### config.mk
export PLATFORM = sky130hd
export DESIGN_NAME = axioma_input_capture
export DESIGN_NICKNAME = d
export VERILOG_FILES = /design/src/rtl/axioma_io_pkg.sv /design/src/rtl/axioma_prescaler.sv /design/src/rtl/axioma_input_capture.sv
export SDC_FILE = /design/constraint.sdc
export NUM_CORES = 1
export LEC_CHECK = 0
export BUFFER_PORTS_ARGS = -buffer_cell sky130_fd_sc_hd__buf_2
export CAP_MARGIN = 0
export CORE_ASPECT_RATIO = 0.5
export CORE_MARGIN = 2
export CORE_UTILIZATION = 30
export DETAILED_ROUTE_END_ITERATION = 7
export HOLD_SLACK_MARGIN = 0.06
export PLACE_DENSITY = 0.55
export SLEW_MARGIN = 0
export SYNTH_ARGS = -nofsm -noshare
export SYNTH_HDL_FRONTEND = slang
export SYNTH_SLANG_ARGS = --single-unit
### constraint.sdc
create_clock -name clk -period 3.95 [get_ports clk]
set_clock_uncertainty 0.15 [all_clocks]
set_input_delay 0.1975 -clock clk [delete_from_list [all_inputs] [get_ports clk]]
set_output_delay 0.1975 -clock clk [all_outputs]
set_load 0.1 [all_outputs]
### src/rtl/axioma_io_pkg.sv
// axioma_io_pkg: I/O register map, clock-select encodings and flag/mask bit
// positions shared by the input-capture unit and the timers.
package axioma_io_pkg;

  localparam logic [5:0] ADDR_ICCTRL = 6'h30;
  localparam logic [5:0] ADDR_CNTL   = 6'h31;
  localparam logic [5:0] ADDR_CNTH   = 6'h32;
  localparam logic [5:0] ADDR_ICRL   = 6'h33;
  localparam logic [5:0] ADDR_ICRH   = 6'h34;
  localparam logic [5:0] ADDR_ICMSK  = 6'h35;
  localparam logic [5:0] ADDR_ICFLG  = 6'h36;

  localparam int ICCTRL_ICES = 6;
  localparam int ICCTRL_ICNC = 7;

  localparam int FLG_TOV = 0;
  localparam int FLG_ICF = 1;
  localparam int FLG_OVR = 2;

  localparam int MSK_TOIE = 0;
  localparam int MSK_ICIE = 1;

  typedef enum logic [2:0] {
    CS_STOP    = 3'b000,
    CS_DIV1    = 3'b001,
    CS_DIV8    = 3'b010,
    CS_DIV64   = 3'b011,
    CS_DIV256  = 3'b100,
    CS_DIV1024 = 3'b101,
    CS_STOP_6  = 3'b110,
    CS_STOP_7  = 3'b111
  } cs_e;

  // True for the clock-select codes that actually run the timer.
  function automatic logic cs_running(input logic [2:0] cs);
    logic run;
    case (cs_e'(cs))
      CS_DIV1, CS_DIV8, CS_DIV64, CS_DIV256, CS_DIV1024: run = 1'b1;
      default:                                           run = 1'b0;
    endcase
    return run;
  endfunction

  // Prescaler count at which the tick fires (divisor - 1).
  function automatic logic [9:0] cs_terminal(input logic [2:0] cs);
    logic [9:0] term;
    case (cs_e'(cs))
      CS_DIV1:    term = 10'd0;
      CS_DIV8:    term = 10'd7;
      CS_DIV64:   term = 10'd63;
      CS_DIV256:  term = 10'd255;
      CS_DIV1024: term = 10'd1023;
      default:    term = 10'd0;
    endcase
    return term;
  endfunction

endpackage

### src/rtl/axioma_prescaler.sv
// axioma_prescaler: clock-select divider producing a single-clk tick, shared
// by the input-capture unit and the timers.
module axioma_prescaler
  import axioma_io_pkg::*;
(
  input  logic       clk,
  input  logic       reset_n,
  input  logic [2:0] cs,
  input  logic       clr,
  output logic       tick
);

  logic [9:0] count;
  logic [9:0] terminal;
  logic       running;

  assign terminal = cs_terminal(cs);
  assign running  = cs_running(cs);
  assign tick     = running && (count == terminal);

  // Divider count; held at zero while stopped or when the owner clears it.
  always_ff @(posedge clk or negedge reset_n) begin
    if (!reset_n) begin
      count <= 10'd0;
    end else if (clr || !running) begin
      count <= 10'd0;
    end else if (count == terminal) begin
      count <= 10'd0;
    end else begin
      count <= count + 10'd1;
    end
  end

endmodule

### src/rtl/axioma_input_capture.sv
// axioma_input_capture: 16-bit timer with edge-triggered input capture on icp_pin.
// Define AXIOMA_ICP_NOISE_CANCEL_EN to build the 4-sample noise canceler (ICNC).
module axioma_input_capture
  import axioma_io_pkg::*;
(
  input  logic        clk,
  input  logic        reset_n,
  input  logic [5:0]  io_addr,
  input  logic [7:0]  io_data_in,
  input  logic        io_read,
  input  logic        io_write,
  output logic [7:0]  io_data_out,
  input  logic        icp_pin,
  output logic        capture_irq,
  output logic        overflow_irq,
  output logic [15:0] debug_count
);

`ifdef AXIOMA_ICP_NOISE_CANCEL_EN
  localparam logic [7:0] ICCTRL_WMASK = 8'hFF;
`else
  localparam logic [7:0] ICCTRL_WMASK = 8'h7F;
`endif

  logic [7:0]  icctrl;
  logic [15:0] cnt;
  logic [15:0] icr;
  logic [7:0]  temp;
  logic [1:0]  icmsk;
  logic [2:0]  icflg;
  logic        sync1;
  logic        sync2;
  logic        filt;
  logic        filt_prev;
  logic        filt_next;

  logic wr_icctrl, wr_cntl, wr_cnth, wr_icmsk, wr_icflg;
  logic rd_cntl, rd_icrl;
  logic tick, capture, tov_set;
  logic [2:0] set_flags, clr_flags;

  assign wr_icctrl = io_write && (io_addr == ADDR_ICCTRL);
  assign wr_cntl   = io_write && (io_addr == ADDR_CNTL);
  assign wr_cnth   = io_write && (io_addr == ADDR_CNTH);
  assign wr_icmsk  = io_write && (io_addr == ADDR_ICMSK);
  assign wr_icflg  = io_write && (io_addr == ADDR_ICFLG);
  assign rd_cntl   = io_read  && (io_addr == ADDR_CNTL);
  assign rd_icrl   = io_read  && (io_addr == ADDR_ICRL);

  axioma_prescaler u_prescaler (
    .clk     (clk),
    .reset_n (reset_n),
    .cs      (icctrl[2:0]),
    .clr     (wr_icctrl),
    .tick    (tick)
  );

  // A filtered-level change in the ICES direction captures; ICES writes alone never do.
  assign capture = (filt != filt_prev) && (filt == icctrl[ICCTRL_ICES]);
  assign tov_set = tick && !wr_cntl && (cnt == 16'hFFFF);

  assign capture_irq  = icflg[FLG_ICF] & icmsk[MSK_ICIE];
  assign overflow_irq = icflg[FLG_TOV] & icmsk[MSK_TOIE];
  assign debug_count  = cnt;

`ifdef AXIOMA_ICP_NOISE_CANCEL_EN
  logic [3:0] hist;

  // Last four synchronized samples for the noise canceler.
  always_ff @(posedge clk or negedge reset_n) begin
    if (!reset_n) begin
      hist <= 4'b0000;
    end else begin
      hist <= {hist[2:0], sync2};
    end
  end

  // With ICNC the level only follows four agreeing samples, otherwise it tracks sync2.
  always_comb begin
    filt_next = filt;
    if (icctrl[ICCTRL_ICNC]) begin
      if (hist == 4'b1111) begin
        filt_next = 1'b1;
      end else if (hist == 4'b0000) begin
        filt_next = 1'b0;
      end else begin
        filt_next = filt;
      end
    end else begin
      filt_next = sync2;
    end
  end
`else
  assign filt_next = sync2;
`endif

  // Pin synchronizer and filtered-level history for edge detection.
  always_ff @(posedge clk or negedge reset_n) begin
    if (!reset_n) begin
      sync1     <= 1'b0;
      sync2     <= 1'b0;
      filt      <= 1'b0;
      filt_prev <= 1'b0;
    end else begin
      sync1     <= icp_pin;
      sync2     <= sync1;
      filt      <= filt_next;
      filt_prev <= filt;
    end
  end

  // Counter: a CNTL write commits {TEMP, data} and beats the same-cycle tick.
  always_ff @(posedge clk or negedge reset_n) begin
    if (!reset_n) begin
      cnt <= 16'h0000;
    end else if (wr_cntl) begin
      cnt <= {temp, io_data_in};
    end else if (tick) begin
      cnt <= cnt + 16'h0001;
    end else begin
      cnt <= cnt;
    end
  end

  // Capture register takes the pre-increment counter of the detecting cycle.
  always_ff @(posedge clk or negedge reset_n) begin
    if (!reset_n) begin
      icr <= 16'h0000;
    end else if (capture) begin
      icr <= cnt;
    end else begin
      icr <= icr;
    end
  end

  // TEMP shared by both 16-bit registers: loaded by CNTH writes and low-byte reads.
  always_ff @(posedge clk or negedge reset_n) begin
    if (!reset_n) begin
      temp <= 8'h00;
    end else if (wr_cnth) begin
      temp <= io_data_in;
    end else if (rd_cntl) begin
      temp <= cnt[15:8];
    end else if (rd_icrl) begin
      temp <= icr[15:8];
    end else begin
      temp <= temp;
    end
  end

  // Flag set/clear masks; hardware sets are OR-ed in after the write-1 clear.
  always_comb begin
    set_flags          = 3'b000;
    set_flags[FLG_TOV] = tov_set;
    set_flags[FLG_ICF] = capture;
    set_flags[FLG_OVR] = capture & icflg[FLG_ICF];
    if (wr_icflg) begin
      clr_flags = io_data_in[2:0];
    end else begin
      clr_flags = 3'b000;
    end
  end

  // Control, mask and flag registers.
  always_ff @(posedge clk or negedge reset_n) begin
    if (!reset_n) begin
      icctrl <= 8'h00;
      icmsk  <= 2'b00;
      icflg  <= 3'b000;
    end else begin
      if (wr_icctrl) begin
        icctrl <= io_data_in & ICCTRL_WMASK;
      end else begin
        icctrl <= icctrl;
      end
      if (wr_icmsk) begin
        icmsk <= io_data_in[1:0];
      end else begin
        icmsk <= icmsk;
      end
      icflg <= (icflg & ~clr_flags) | set_flags;
    end
  end

  // Read mux; high bytes come from TEMP so 16-bit reads stay coherent.
  always_comb begin
    io_data_out = 8'h00;
    if (io_read) begin
      case (io_addr)
        ADDR_ICCTRL: io_data_out = icctrl;
        ADDR_CNTL:   io_data_out = cnt[7:0];
        ADDR_CNTH:   io_data_out = temp;
        ADDR_ICRL:   io_data_out = icr[7:0];
        ADDR_ICRH:   io_data_out = temp;
        ADDR_ICMSK:  io_data_out = {6'b000000, icmsk};
        ADDR_ICFLG:  io_data_out = {5'b00000, icflg};
        default:     io_data_out = 8'h00;
      endcase
    end else begin
      io_data_out = 8'h00;
    end
  end

endmodule

After elaboration in Yosys (flattened, before gate mapping)
Index checks and enable logic that the tools add are counted.
{"block": "totals", "register_bits": 66, "in_bits": 19, "elab_cells": 65}
{"block": "classes", "add_sub_neg": 2, "n_eq_ne": 16, "n_mux": 12, "n_bitwise": 6, "n_reduce_logical": 18}
{"cell": "8-bit case mux with 6 select lines", "count": 1}
{"cell": "6-bit equality test (second input constant)", "count": 7}
{"cell": "10-bit case mux with 4 select lines", "count": 1}
{"cell": "16-bit two-way mux", "count": 2}
{"cell": "8-bit two-way mux", "count": 4}
{"cell": "10-bit two-way mux", "count": 2}
{"cell": "16-bit by 1-bit adder with 16-bit output (second input constant)", "count": 1}
{"cell": "16-bit equality test (second input constant)", "count": 1}
{"cell": "1-bit logical AND", "count": 11}
{"cell": "10-bit by 1-bit adder with 10-bit output (second input constant)", "count": 1}
{"cell": "10-bit equality test", "count": 1}
{"cell": "3-bit by 2-bit equality test with 1-bit output (second input constant)", "count": 2}
{"cell": "3-bit equality test (second input constant)", "count": 2}
{"cell": "5-bit OR reduction", "count": 1}
{"cell": "1-bit AND", "count": 3}
{"cell": "3-bit AND", "count": 1}
{"cell": "3-bit by 1-bit equality test with 1-bit output (second input constant)", "count": 1}
{"cell": "3-bit two-way mux", "count": 1}
{"cell": "3-bit NOT", "count": 1}
{"cell": "3-bit OR", "count": 1}
{"cell": "3-bit nonzero test", "count": 1}
{"cell": "1-bit zero test", "count": 2}
{"cell": "2-bit nonzero test", "count": 1}
{"cell": "2-bit OR reduction", "count": 1}
{"cell": "4 further kinds", "count": 4}

Logic depth before layout (Yosys ltp)
{"block": "logic_depth", "depth_word": 7, "mapped_depth": 7}

By module
Synthesis repeated with hierarchy kept, for this count alone.
{"block": "unflattened", "hier_cells": 354, "hier_area_um2": 3612.2}
{"mod": "axioma_input_capture", "n_inst": 1, "cells_per_inst": 295, "area_each_um2": 2975.4}
{"mod": "axioma_prescaler", "n_inst": 1, "cells_per_inst": 59, "area_each_um2": 636.9}

Least setup slack after synthesis
No wires, ideal clock.
{"block": "synth_timing", "path_type": "reg2out", "start": "reg cnt[0], in the netlist debug_count[0]", "end": "out io_data_out[0]", "t_arrival_ps": 2987, "t_required_ps": 3602, "slack_ps": 616, "stages_incl_launch_ff": 6, "cell_sequence": "dfrtp_1 -> mux2i_1 -> nor2_1 -> a31oi_1 -> o22a_1 -> a21oi_1"}
{"block": "synth_via", "elab_chain_len": 2}
{"item": "start, declared", "line": "axioma_input_capture.sv:26", "rtl": "logic [15:0] cnt;"}
{"item": "start signal, assigned", "line": "axioma_input_capture.sv:117", "rtl": "cnt <= {temp, io_data_in};"}
{"item": "start signal, assigned", "line": "axioma_input_capture.sv:119", "rtl": "cnt <= cnt + 16'h0001;"}
{"item": "start signal, assigned", "line": "axioma_input_capture.sv:121", "rtl": "cnt <= cnt;"}
{"item": "8-bit case mux with 6 select lines", "line": "axioma_input_capture.sv:189", "rtl": "case (io_addr)"}
{"item": "8-bit two-way mux", "line": "axioma_input_capture.sv:188", "rtl": "if (io_read) begin"}
{"item": "end, declared", "line": "axioma_input_capture.sv:12", "rtl": "output logic [7:0] io_data_out,"}
No other way between the ends.

Final worst setup path
{"block": "layout_timing", "start": "reg icctrl[2]", "end": "reg cnt[9], in the netlist debug_count[9]"}
{"block": "layout_via", "elab_chain_len": 5, "elab_cells_between_ends": 11, "classes_between": "eq/ne: 6; mux: 2; reduce/logical: 3"}
{"item": "start, declared", "line": "axioma_input_capture.sv:25", "rtl": "logic [7:0] icctrl;"}
{"item": "start signal, assigned", "line": "axioma_input_capture.sv:172", "rtl": "icctrl <= io_data_in & ICCTRL_WMASK;"}
{"item": "start signal, assigned", "line": "axioma_input_capture.sv:174", "rtl": "icctrl <= icctrl;"}
{"item": "3-bit equality test (tied with other cells)", "line": "axioma_io_pkg.sv:37, axioma_io_pkg.sv:47"}
{"item": "10-bit case mux with 4 select lines / 5-bit OR reduction (equally long branches)", "line": "axioma_io_pkg.sv:47, axioma_io_pkg.sv:37"}
{"item": "10-bit equality test / 1-bit two-way mux (equally long branches)", "line": "axioma_prescaler.sv:19, axioma_io_pkg.sv:37"}
{"item": "1-bit logical AND (*)", "line": "axioma_prescaler.sv:19", "rtl": "assign tick = running && (count == terminal);"}
{"item": "2-bit nonzero test (no line) (*)"}
Mark *: on every way between the ends. The rest lies on a longest branch, timed or not.
A chain may end at the register's enable or synchronous reset.

==> impl_metrics.json <==
{
  "crit_required_ns": 4.04,
  "synth_simple_gate_area_share_pct": 19.9,
  "setup_viol": 0,
  "worstSkewPairLatency_ns": 0.33,
  "vias": 3051,
  "final_max_slew_viol_count": 0,
  "grt_pass1_vias": 2783,
  "globalRoute.totalOverflow": 0,
  "r2r_slack_ns": 1.15,
  "critPathCapture": "debug_count[9]$_DFFE_PN0P_",
  "gp_congestion": 0.813,
  "die_width_um": 159,
  "worstSetupPathType": "flip-flop to flip-flop",
  "cts_made_buffers": 9,
  "dieArea_um2": 13000,
  "synth.mux.area_fraction_pct": 12.2,
  "synth_top_cell_by_area": "dfrtp_1",
  "status": "completed",
  "h-tree-depth": 3,
  "postCtsSetupBuffers": 0,
  "worstMarginPinSlew_ns": 1.22,
  "fin_crit_ns": 2.80,
  "cp-end-kind": "flip-flop",
  "coreArea_um2": 11800,
  "arrival_ns": 2.89,
  "regToRegEndpoint": "debug_count[9]$_DFFE_PN0P_",
  "yosys-top-cells-count": "dfrtp_1, nand2_1, nor2_1, mux2_2, a31oi_1",
  "via_per_inst": 5.09,
  "start_kind": "flip-flop",
  "clockBufferDepth": 2,
  "clock_sinks": 66,
  "yosys_warnings": 0,
  "startpoint": "icctrl[2]$_DFFE_PN0P_",
  "path_clk_slew_ns": 0.06,
  "diodes": 0,
  "post_drt_wl_per_cell_um": 15.8,
  "syn_area_per_cell_um2": 9.52,
  "grt_pass1_wl_um": 15200,
  "rsz0062_at_grt": "false",
  "area_delta_synth_final_pct": 22.0,
  "p_leak_nw": 1.85,
  "synth-edff-count": 0,
  "fillers": 1202,
  "pin_count": 45,
  "num_rows": 28,
  "synth_nets": 400,
  "remaining_drc_errors": 0,
  "totalNegativeSetupSlack_ns": 0,
  "grt.total_usage_pct": 15.2,
  "hold_viol_final": 0,
  "power.density_nw_per_um2": 743,
  "clockRootBuffer": "clkbuf_16",
  "max_freq_mhz": 358,
  "synth-adder-area-share_pct": 0.693,
  "drtAntennaViolNets": 0,
  "initial_utilization_pct": 30.7,
  "period_share_pct": 70.8,
  "yosys_most_used_dff": "dfrtp_1",
  "synth-compound-area-share_pct": 15.5,
  "syn_inst": 379,
  "reg2reg_depth": 4,
  "grt_max_degree": 34,
  "die_h_um": 81.6,
  "nets": 450,
  "critPathMaxFanout": 17,
  "drtIter0Drc": 180,
  "antenna_found_initial": 0,
  "cts_tree": "done",
  "cts-hold-fix-buffers": 10,
  "maxCapViolCount": 0,
  "r2r_start": "icctrl[2]$_DFFE_PN0P_",
  "synth_top_area_share_pct": 45.8,
  "yosysMostFrequentCell": "dfrtp_1",
  "max_slew_margin_pct": 18.9,
  "vdd_drop_max_mv": 0.327,
  "postLayoutCoreUtil_pct": 37.4,
  "syn_area_um2": 3610,
  "synth_top_family_by_area": "simple AND/OR/NAND/NOR gates",
  "synth-seq-cells": 66,
  "synthXorXnorAreaFrac_pct": 2.43,
  "drt_wl_total_um": 9440,
  "post-dp-hpwl_um": 6670,
  "ys_seq_area_share_pct": 45.8,
  "async_flop_share_pct": 100,
  "cts_resized": 0,
  "synth_cell_types": 47,
  "hold_path_class": "flip-flop to flip-flop",
  "dr.pass1.iters": 4,
  "numPortBuffers": 44,
  "synth_area_leaders": "dfrtp_1, mux2_2, nand2_1",
  "layout-drive-gt1-share_pct": 22.1
}
## through the flow
stage / hold WS, ns / power [mW] / instance area, um2 / instances / setup WS (ns)
after CTS: 0.199 / 3.30 / 4400 / 599 / 1.15
after global routing: 0.207 / 3.45 / 4400 / 599 / 0.935
after detailed placement: 0.161 / 2.43 / 3980 / 573 / 1.18
final: 0.197 / 3.27 / 4400 / 599 / 1.15
after global placement: 0.156 / 2.41 / 3980 / 573 / 1.19
after floorplan: -0.248 / 2.12 / 3610 / 379 / 0.616
## final cells by class
cell class / instances / area (um2) / area share (%)
Clock buffer: 9 / 225 / 5.12
Clock inverter: 7 / 93.8 / 2.13
Inverter: 13 / 48.8 / 1.11
Multi-Input combinational cell: 282 / 1830 / 41.7
Sequential cell: 66 / 1650 / 37.5
Tap cell: 165 / 206 / 4.69
Timing Repair Buffer: 57 / 343 / 7.79
## cell usage in the layout (no fill, tap or decap), types with 3 or more instances in the layout
| master | Yosys | routed |
|---|---|---|
| a21oi_1 | 10 | 9 |
| a22oi_1 | 8 | 8 |
| a31oi_1 | 17 | 17 |
| and3_1 | 6 | 6 |
| buf_2 | 3 | 44 |
| buf_4 | 0 | 3 |
| clkbuf_16 | 0 | 9 |
| dfrtp_1 | 66 | 66 |
| dlygate4sd3_1 | 0 | 10 |
| inv_1 | 13 | 13 |
| mux2_2 | 25 | 25 |
| mux2i_1 | 16 | 16 |
| nand2_1 | 49 | 49 |
| nand2b_1 | 3 | 3 |
| nand3_1 | 13 | 13 |
| nand3b_1 | 3 | 3 |
| nor2_1 | 41 | 41 |
| nor3_1 | 6 | 6 |
| o21ai_0 | 14 | 14 |
| o221ai_1 | 8 | 8 |
| o31ai_1 | 10 | 10 |
| or2_2 | 3 | 3 |
| or3_1 | 5 | 5 |
| or4_1 | 10 | 10 |
| xnor2_1 | 7 | 7 |
| xor2_1 | 3 | 3 |
## layer usage
layer	up-vias	GRT usage (%)	part of all wire, %
li1	1497	-	-
met1	1516	19.9	50
met2	34	25.7	48
met3	4	2.93	1.8
met4	0	5.18	0.57
met5	-	0	0
## kinds of logic after synthesis
logic type	after synthesis
adders and majority gates	2
xor gates and xnor gates	10
buffers and inverters	31
and+or+nand+nor	149
muxes	41
AOI/OAI and AO/OA	80
DFF	66
## worst min path at each step
| stage | start | endpoint | slack, ns | cells after the start |
|---|---|---|---|---|
| 6_report | filt_next$_DFF_PN0_ | filt$_DFF_PN0_ | 0.20 | 0 |
| 5_1_grt | sync1$_DFF_PN0_ | filt_next$_DFF_PN0_ | 0.21 | 0 |
| 4_1_cts | filt_next$_DFF_PN0_ | filt$_DFF_PN0_ | 0.20 | 0 |
| 3_5_place_dp | icp_pin | sync1$_DFF_PN0_ | 0.16 | 1 |
| 3_3_place_gp | icp_pin | sync1$_DFF_PN0_ | 0.16 | 1 |
| 2_1_floorplan | reset_n | debug_count[0]$_DFFE_PN0P_ | -0.25 | 0 |
## power breakdown
part / switching (mW) / total (mW) / internal, mW
clock network: 0.305 / 0.856 / 0.551
registers: 0.255 / 1.14 / 0.883
logic: 0.948 / 1.28 / 0.331
total: 1.51 / 3.27 / 1.77
## sequential cells by signal, summed over array words and instances (netlist names)
register / flops
temp: 8
icr: 16
debug_count: 16
icflg: 3
sync1: 1
filt_prev: 1
filt_next: 1
icctrl: 7
filt: 1
u_prescaler.count: 10
icmsk: 2
## critical path, stage by stage, from the launching register on
cell	delay (ns)
dfrtp_1	0.54
o41ai_2	0.53
o2111ai_1	0.63
or4b_1	0.68
a31oi_1	0.17
(Power assumes the default switching activity.)
